[src/rtl/thresh_update_seq.sv]
// thresh_update_seq: streams a banked threshold RAM into the trigger DSP chain,
//   NLANES thresholds per write. Supports delta/absolute subthreshold mode, an order-error
//   clamp, padding of unused lanes, abort, and coalescing of requests that arrive while busy.
// Latency: request edge = cycle 0. Reads run in cycles 1..2*NGROUPS. Writes run in cycles
//   3+L .. 2*NGROUPS+2+L. Commit is at 2*NGROUPS+3+L, where L = RAM_LATENCY.
// Backpressure: none. One RAM word is read per cycle with no stalls, and the DSP chain must
//   accept every write.
// Ports:
//   aclk, aresetn               clock; synchronous active-low reset
//   update_req_i                level; a rising edge requests an update (latched as pending if busy)
//   abort_i                     cancels an update in progress (ignored while idle)
//   mode_delta_i                1: subthresh slot gets trig-sub; 0: subthresh slot gets sub
//   ram_en_o/ram_addr_o         RAM read port; address is {group, level}, level 0=trig, 1=sub
//   ram_dat_i                   RAM data, valid RAM_LATENCY cycles after the read
//   thresh_o/thresh_wr_o        threshold data and per-lane write strobe to the DSP chain
//   thresh_update_o             per-lane commit pulse
//   busy_o, done_o              update in progress; 1-cycle completion pulse
//   order_err_o                 sticky: some sub exceeded trig in delta mode since the last start
module thresh_update_seq #(
  parameter int  NBEAMS      = 46,
  parameter int  NLANES      = 2,
  parameter int  DWIDTH      = 18,
  parameter int  RAM_LATENCY = 2,
  localparam int NGROUPS     = (NBEAMS + NLANES - 1) / NLANES,
  localparam int AW          = (2 * NGROUPS > 1) ? $clog2(2 * NGROUPS) : 1
) (
  input  logic                     aclk,
  input  logic                     aresetn,
  input  logic                     update_req_i,
  input  logic                     abort_i,
  input  logic                     mode_delta_i,
  output logic                     ram_en_o,
  output logic [AW-1:0]            ram_addr_o,
  input  logic [NLANES*DWIDTH-1:0] ram_dat_i,
  output logic [NLANES*DWIDTH-1:0] thresh_o,
  output logic [NLANES-1:0]        thresh_wr_o,
  output logic [NLANES-1:0]        thresh_update_o,
  output logic                     busy_o,
  output logic                     done_o,
  output logic                     order_err_o
);

  localparam int DCW = $clog2(RAM_LATENCY + 2);
  localparam logic [AW-1:0]  LAST_ADDR  = AW'(2 * NGROUPS - 1);
  // The drain lasts RAM_LATENCY+2 cycles: the last trig word lands, then its two writes follow.
  localparam logic [DCW-1:0] DRAIN_LAST = DCW'(RAM_LATENCY + 1);

  typedef enum logic [1:0] {
    IDLE   = 2'd0,
    READ   = 2'd1,
    DRAIN  = 2'd2,
    COMMIT = 2'd3
  } state_t;

  state_t state_q, state_d;

  logic                     req_q;
  logic                     req_rise;
  logic                     pend_q;
  logic                     mode_q;
  logic                     err_q;
  logic [AW-1:0]            rd_cnt_q;
  logic [DCW-1:0]           drain_cnt_q;
  logic                     start;
  logic                     flush;
  logic                     commit;

  // Tag pipeline that tracks each outstanding read. The tag is the read address, so the
  // returning word's level (bit 0) and group (upper bits) are known on arrival.
  logic [RAM_LATENCY-1:0]   tag_vld_q;
  logic [AW-1:0]            tag_addr_q [RAM_LATENCY];
  logic                     arr_trig;
  logic                     arr_sub;

  logic [NLANES*DWIDTH-1:0] sub_q;
  logic [NLANES*DWIDTH-1:0] trig_hold_q;
  logic                     trig_pend_q;
  logic [NLANES*DWIDTH-1:0] thresh_q;
  logic [NLANES-1:0]        wr_q;

  logic [NLANES*DWIDTH-1:0] sub_slot;
  logic [NLANES*DWIDTH-1:0] trig_slot;
  logic                     lane_err;

  assign req_rise = update_req_i & ~req_q;
  assign arr_trig = tag_vld_q[RAM_LATENCY-1] & ~tag_addr_q[RAM_LATENCY-1][0];
  assign arr_sub  = tag_vld_q[RAM_LATENCY-1] &  tag_addr_q[RAM_LATENCY-1][0];

  // Next-state logic and outputs derived from the state.
  always_comb begin
    state_d         = state_q;
    start           = 1'b0;
    flush           = 1'b0;
    commit          = 1'b0;
    busy_o          = 1'b0;
    ram_en_o        = 1'b0;
    ram_addr_o      = '0;
    done_o          = 1'b0;
    thresh_update_o = '0;

    case (state_q)
      IDLE: begin
        // A request edge coinciding with abort is dropped. A pending request from the
        // previous update starts here, one cycle after its COMMIT.
        if ((req_rise && !abort_i) || pend_q) begin
          start   = 1'b1;
          state_d = READ;
        end
      end
      READ: begin
        busy_o     = 1'b1;
        ram_en_o   = 1'b1;
        ram_addr_o = rd_cnt_q;
        if (abort_i) begin
          flush   = 1'b1;
          state_d = IDLE;
        end else if (rd_cnt_q == '0) begin
          state_d = DRAIN;
        end
      end
      DRAIN: begin
        busy_o = 1'b1;
        if (abort_i) begin
          flush   = 1'b1;
          state_d = IDLE;
        end else if (drain_cnt_q == DRAIN_LAST) begin
          state_d = COMMIT;
        end
      end
      COMMIT: begin
        busy_o  = 1'b1;
        state_d = IDLE;
        if (abort_i) begin
          flush = 1'b1;
        end else begin
          commit = 1'b1;
        end
      end
      default: state_d = IDLE;
    endcase

    done_o          = commit;
    thresh_update_o = {NLANES{commit}};
  end

  // Per-lane slot values for the trig word that is arriving now, paired with the
  // registered sub word of the same group.
  always_comb begin : lane_calc
    int                 grp;
    logic [DWIDTH-1:0]  t;
    logic [DWIDTH-1:0]  s;
    logic [DWIDTH:0]    diff;
    sub_slot  = '0;
    trig_slot = '0;
    lane_err  = 1'b0;
    grp       = int'(tag_addr_q[RAM_LATENCY-1] >> 1);
    for (int l = 0; l < NLANES; l++) begin
      t    = ram_dat_i[l*DWIDTH +: DWIDTH];
      s    = sub_q[l*DWIDTH +: DWIDTH];
      diff = {1'b0, t} - {1'b0, s};
      if (grp * NLANES + l >= NBEAMS) begin
        // Padding lane: trig is parked at the maximum value so it never fires.
        trig_slot[l*DWIDTH +: DWIDTH] = '1;
        sub_slot[l*DWIDTH +: DWIDTH]  = '0;
      end else begin
        trig_slot[l*DWIDTH +: DWIDTH] = t;
        if (!mode_q) begin
          sub_slot[l*DWIDTH +: DWIDTH] = s;
        end else if (diff[DWIDTH]) begin
          // sub > trig: clamp to zero and flag the bad ordering.
          sub_slot[l*DWIDTH +: DWIDTH] = '0;
          lane_err                     = 1'b1;
        end else begin
          sub_slot[l*DWIDTH +: DWIDTH] = diff[DWIDTH-1:0];
        end
      end
    end
  end

  always_ff @(posedge aclk) begin
    if (!aresetn) begin
      state_q     <= IDLE;
      req_q       <= 1'b0;
      pend_q      <= 1'b0;
      mode_q      <= 1'b0;
      err_q       <= 1'b0;
      rd_cnt_q    <= '0;
      drain_cnt_q <= '0;
      tag_vld_q   <= '0;
      for (int i = 0; i < RAM_LATENCY; i++) begin
        tag_addr_q[i] <= '0;
      end
      sub_q       <= '0;
      trig_hold_q <= '0;
      trig_pend_q <= 1'b0;
      thresh_q    <= '0;
      wr_q        <= '0;
    end else begin
      state_q <= state_d;
      req_q   <= update_req_i;

      // Requests seen while busy coalesce into a single pending flag.
      if (start || flush) begin
        pend_q <= 1'b0;
      end else if (busy_o && req_rise) begin
        pend_q <= 1'b1;
      end

      if (start) begin
        mode_q   <= mode_delta_i;
        rd_cnt_q <= LAST_ADDR;
      end else if (state_q == READ && rd_cnt_q != '0) begin
        rd_cnt_q <= rd_cnt_q - 1'b1;
      end

      drain_cnt_q <= (state_q == DRAIN) ? drain_cnt_q + 1'b1 : '0;

      tag_vld_q[0]  <= ram_en_o & ~flush;
      tag_addr_q[0] <= ram_addr_o;
      for (int i = 1; i < RAM_LATENCY; i++) begin
        tag_vld_q[i]  <= tag_vld_q[i-1] & ~flush;
        tag_addr_q[i] <= tag_addr_q[i-1];
      end

      if (start) begin
        err_q <= 1'b0;
      end else if (arr_trig && !flush && lane_err) begin
        err_q <= 1'b1;
      end

      if (arr_sub) begin
        sub_q <= ram_dat_i;
      end

      // The subthresh slot goes out the cycle after trig arrives, and the held trig slot
      // the cycle after that. Trig words arrive every other cycle, so the two never collide.
      if (flush) begin
        wr_q        <= '0;
        trig_pend_q <= 1'b0;
      end else if (arr_trig) begin
        thresh_q    <= sub_slot;
        trig_hold_q <= trig_slot;
        trig_pend_q <= 1'b1;
        wr_q        <= '1;
      end else if (trig_pend_q) begin
        thresh_q    <= trig_hold_q;
        trig_pend_q <= 1'b0;
        wr_q        <= '1;
      end else begin
        wr_q <= '0;
      end
    end
  end

  assign thresh_o    = thresh_q;
  assign thresh_wr_o = wr_q;
  assign order_err_o = err_q;

endmodule

[config.mk]
export PLATFORM = sky130hd
export DESIGN_NAME = thresh_update_seq
export DESIGN_NICKNAME = d
export VERILOG_FILES = /design/src/rtl/thresh_update_seq.sv
export SDC_FILE = /design/constraint.sdc
export NUM_CORES = 1
export LEC_CHECK = 0
export BUFFER_PORTS_ARGS = -buffer_cell sky130_fd_sc_hd__buf_2
export CAP_MARGIN = 20
export CORE_ASPECT_RATIO = 1.75
export CORE_MARGIN = 4
export CORE_UTILIZATION = 53
export DETAILED_ROUTE_END_ITERATION = 8
export GPL_TIMING_DRIVEN = 0
export HOLD_SLACK_MARGIN = 0.03
export PLACE_DENSITY = 0.76
export SYNTH_ARGS = -nofsm -noshare
export SYNTH_HDL_FRONTEND = slang
export SYNTH_SLANG_ARGS = --single-unit
[constraint.sdc]
create_clock -name aclk -period 2.6 [get_ports aclk]
set_input_delay 0.39 -clock aclk [delete_from_list [all_inputs] [get_ports aclk]]
set_output_delay 0.39 -clock aclk [all_outputs]
set_load 0.005 [all_outputs]
==> results by group <==
Status
  – Status: completed

Place
  – Placed Area: 8379 µm²
  – Routability Congestion: 0.9580
  – Dpl hpwl: around 18000 µm
  – Port buffer count: 90
  – Placed Cells: around 1200

Layout
  – P&R area growth vs syn: 17.85%
  – Ant diodes: 0
  – Final Non-Filler Cells: between 1000 and 1500
  – Final #Nets: approximately 1100
  – Post-layout util: 63.50%
  – Fraction of layout cells with a size suffix above 1: a little under 20%
  – Fin area: ~9000 µm²

Setup path
  – Worst path required time: 2.91 ns
  – WP data arrival: ~2.9 ns
  – Crit Path Category: register to register
  – Startpoint Class: register
  – CP endpoint kind: register
  – CP Max Fanout: 8

Global routing
  – Initial antenna violation count: 0
  – Largest net degree at the start of global routing: 17
  – First-pass GRT wire length: between 30000 and 40000 µm
  – GRT Total Usage: 29.53%
  – Vias in the first global route: 7612
  – GR Overflow Total: 0

Yosys
  – Post-Syn Area: between 7000 and 8000 µm²
  – Synth top cells by count: 138 x dfxtp_1, 121 x nand2_1, 56 x a21oi_1, 55 x o21ai_0, 51 x inv_1
  – Post-synthesis area per instance: approximately 8.5 µm²
  – EDFF count, synth: 0
  – Sequential area share after synthesis: ~36%
  – Predominant post-synthesis flop cell: dfxtp_1
  – Cell with the most instances after synthesis: dfxtp_1
  – Post-Syn Nets: between 900 and 1000
  – Synth unique cells: 71
  – Most area-consuming cells after synthesis: dfxtp_1 36%, ha_1 6.3%, nand2_1 5.9%
  – Post-synthesis register bit count: ~140
  – Synth top area share: a little over a third
  – Ys async rst share: 0%
  – Synth area leader: dfxtp_1
  – Gate count of the mapped netlist: slightly above 900
  – YS warnings: 0

Die
  – Die Y: around 170 µm
  – Row cnt: 58
  – Die area: between 15000 and 20000 µm²
  – CORE AREA: around 14000 µm²
  – Starting density of the core: 53.89%
  – Ports: between 90 and 100
  – Die X: about 99 µm

Power
  – VDD IR-drop max: 0.0005165 V
  – Gate power share: a little under an eighth
  – Psw: 1499 µW
  – Clk pwr share: approximately 47%
  – Sequential share of power: between 40% and 50%
  – Pwr dens: 579.4 nW/µm²
  – Sw Share: around 29%
  – Cell Int Power: 3761 µW
  – Leak Pwr: between 0.003 and 0.004 µW

Timing
  – Tmin final: approximately 2.6 ns
  – Setup TNS: 0 ns
  – RSZ-0062 raised after global routing: yes
  – Final period util: a little over nine tenths
  – Max Freq: slightly below 0.4 GHz
  – Slew @ Worst Pin: between 1 and 1.5 ns
  – Max-slew headroom at the worst pin: roughly 33%
  – Final Setup Violations: 0
  – Final Hold Fails: 0
  – Slew Limit Fails: 0
  – Clock skew: approximately 0.010 ns

Detailed routing
  – WL/cell: between 20 and 25 µm
  – Total number of vias: ~7600
  – DR DRC count: 0
  – Initial DRC Count: approximately 530
  – Final ANT Viol Nets: 0
  – Drt pass-1 iters: 5
  – Final WL: roughly 24000 µm
  – Vias per cell: approximately 6.3

Clocking
  – Root buf cell: clkbuf_16
  – H-tree depth: 4
  – CTS Sinks: 138
  – Inserted Clock Buffers: 17
  – Cts hold-fix bufs: 0
  – Worst skew pair latency: approximately 0.43 ns
  – CTS tree: built
  – Bufs on Longest Clock Path: 2
  – Clk slew on worst S/H paths: 0.07 ns

Run
  – Max-capacitance violation count: 0

Min path
  – Min-delay worst type: primary input to register
[metrics by stage]
stage	power, µW	setup slack [ns]	hold slack, ns
after detailed placement	2796	-0.3176	0.4185
after global placement	2791	-0.3136	0.4066
final	5260	0.04401	0.1895
after CTS	5248	0.01143	0.1908
after floorplan	2602	0.1806	0.3962
after global routing	5430	-0.002343	0.2087
[power by group through the flow]
| stage | sequential (µW) | combinational [µW] | clock (µW) |
|---|---|---|---|
| 6_report | 2170 | 615 | 2470 |
| 5_1_grt | 2170 | 672 | 2580 |
| 4_1_cts | 2170 | 593 | 2480 |
| 3_5_place_dp | 2220 | 578 | 0 |
| 3_3_place_gp | 2220 | 574 | 0 |
| 2_1_floorplan | 2210 | 391 | 0 |
[kinds of logic after synthesis]
group / Yosys count / share of synthesized area (%)
and+or+nand+nor: 267 / 16.76
buffers and inverters: 109 / 5.733
adders and majority gates: 41 / 6.854
AOI/OAI and AO/OA: 323 / 31.36
muxes: 4 / 0.5847
DFF: 138 / 35.86
xor gates and xnor gates: 25 / 2.842
[repair_timing]
action / in CTS / in global routing
setup buffers: 1 / 3
endpoints found under the hold margin: 0 / 0
resized for setup: 5 / 13
endpoints found under the setup margin: 25 / 27
pin swaps: 2 / 5
[critical path, stage by stage, from the launching register on]
cell and delay [ns]:
dfxtp_1 0.36, inv_1 0.05, ha_1 0.36, a211oi_1 0.41, o21ai_1 0.26, a31oi_4 0.37, o22ai_4 0.18, buf_4 0.18
nand4b_1 0.17, a21oi_1 0.09
[routing by layer]
metal	share of wire (%)	track usage, %	vias to the layer above
met4	7.8	22.53	0
met5	0	0	-
li1	-	-	3563
met2	50	50.97	322
met1	36	31.17	3643
met3	6.0	5.294	109
[final cells by class]
type,count,area (µm²)
Clock buffer,17,425.4
Tap cell,180,225.2
Timing Repair Buffer,94,480.5
Multi-Input combinational cell,660,4568
Inverter,51,191.4
Fill cell,1233,5218
Buffer,57,255.2
Sequential cell,138,2763
Clock inverter,15,170.2
[worst paths after layout]
kind	from	end	slack, ns	cells past startpoint
worst max register to register	sub_q[4]	thresh_o[7]	0.04	9
worst max-delay path	sub_q[4]	thresh_o[7]	0.04	9
worst min-delay path	update_req_i	req_q	0.19	2
worst min register to register	tag_addr_q[0][5]	tag_addr_q[0][11]	0.43	1
[sequential cells by signal, indices dropped and copies added, names as in the netlist, 2 cells and up]
signal	cells
drain_cnt_q	2
rd_cnt_q	6
state_q	2
sub_q	36
tag_addr_q	12
tag_vld_q	2
thresh_o	36
trig_hold_q	36
[cell usage in the layout, fill, tap and decap left out, drive strengths merged, types with 4 or more instances in the layout]
cell    instances
xor2           14
xnor2          11
o21a           10
o221a          36
a21boi         48
a211o           4
a211oi         14
dfxtp         138
nand3          29
a21oi          59
nand3b          6
nor2b           9
nand2         121
o211ai         12
nand2b          7
a32o            4
inv            61
a22oi           4
a31oi           6
nor3           13
a21o           11
o21ai          61
nand4b          4
and3           15
nand4           4
a221oi         26
ha             39
and2           18
buf           105
clkbuf         63
nor2           29
(Power assumes the default switching activity.)
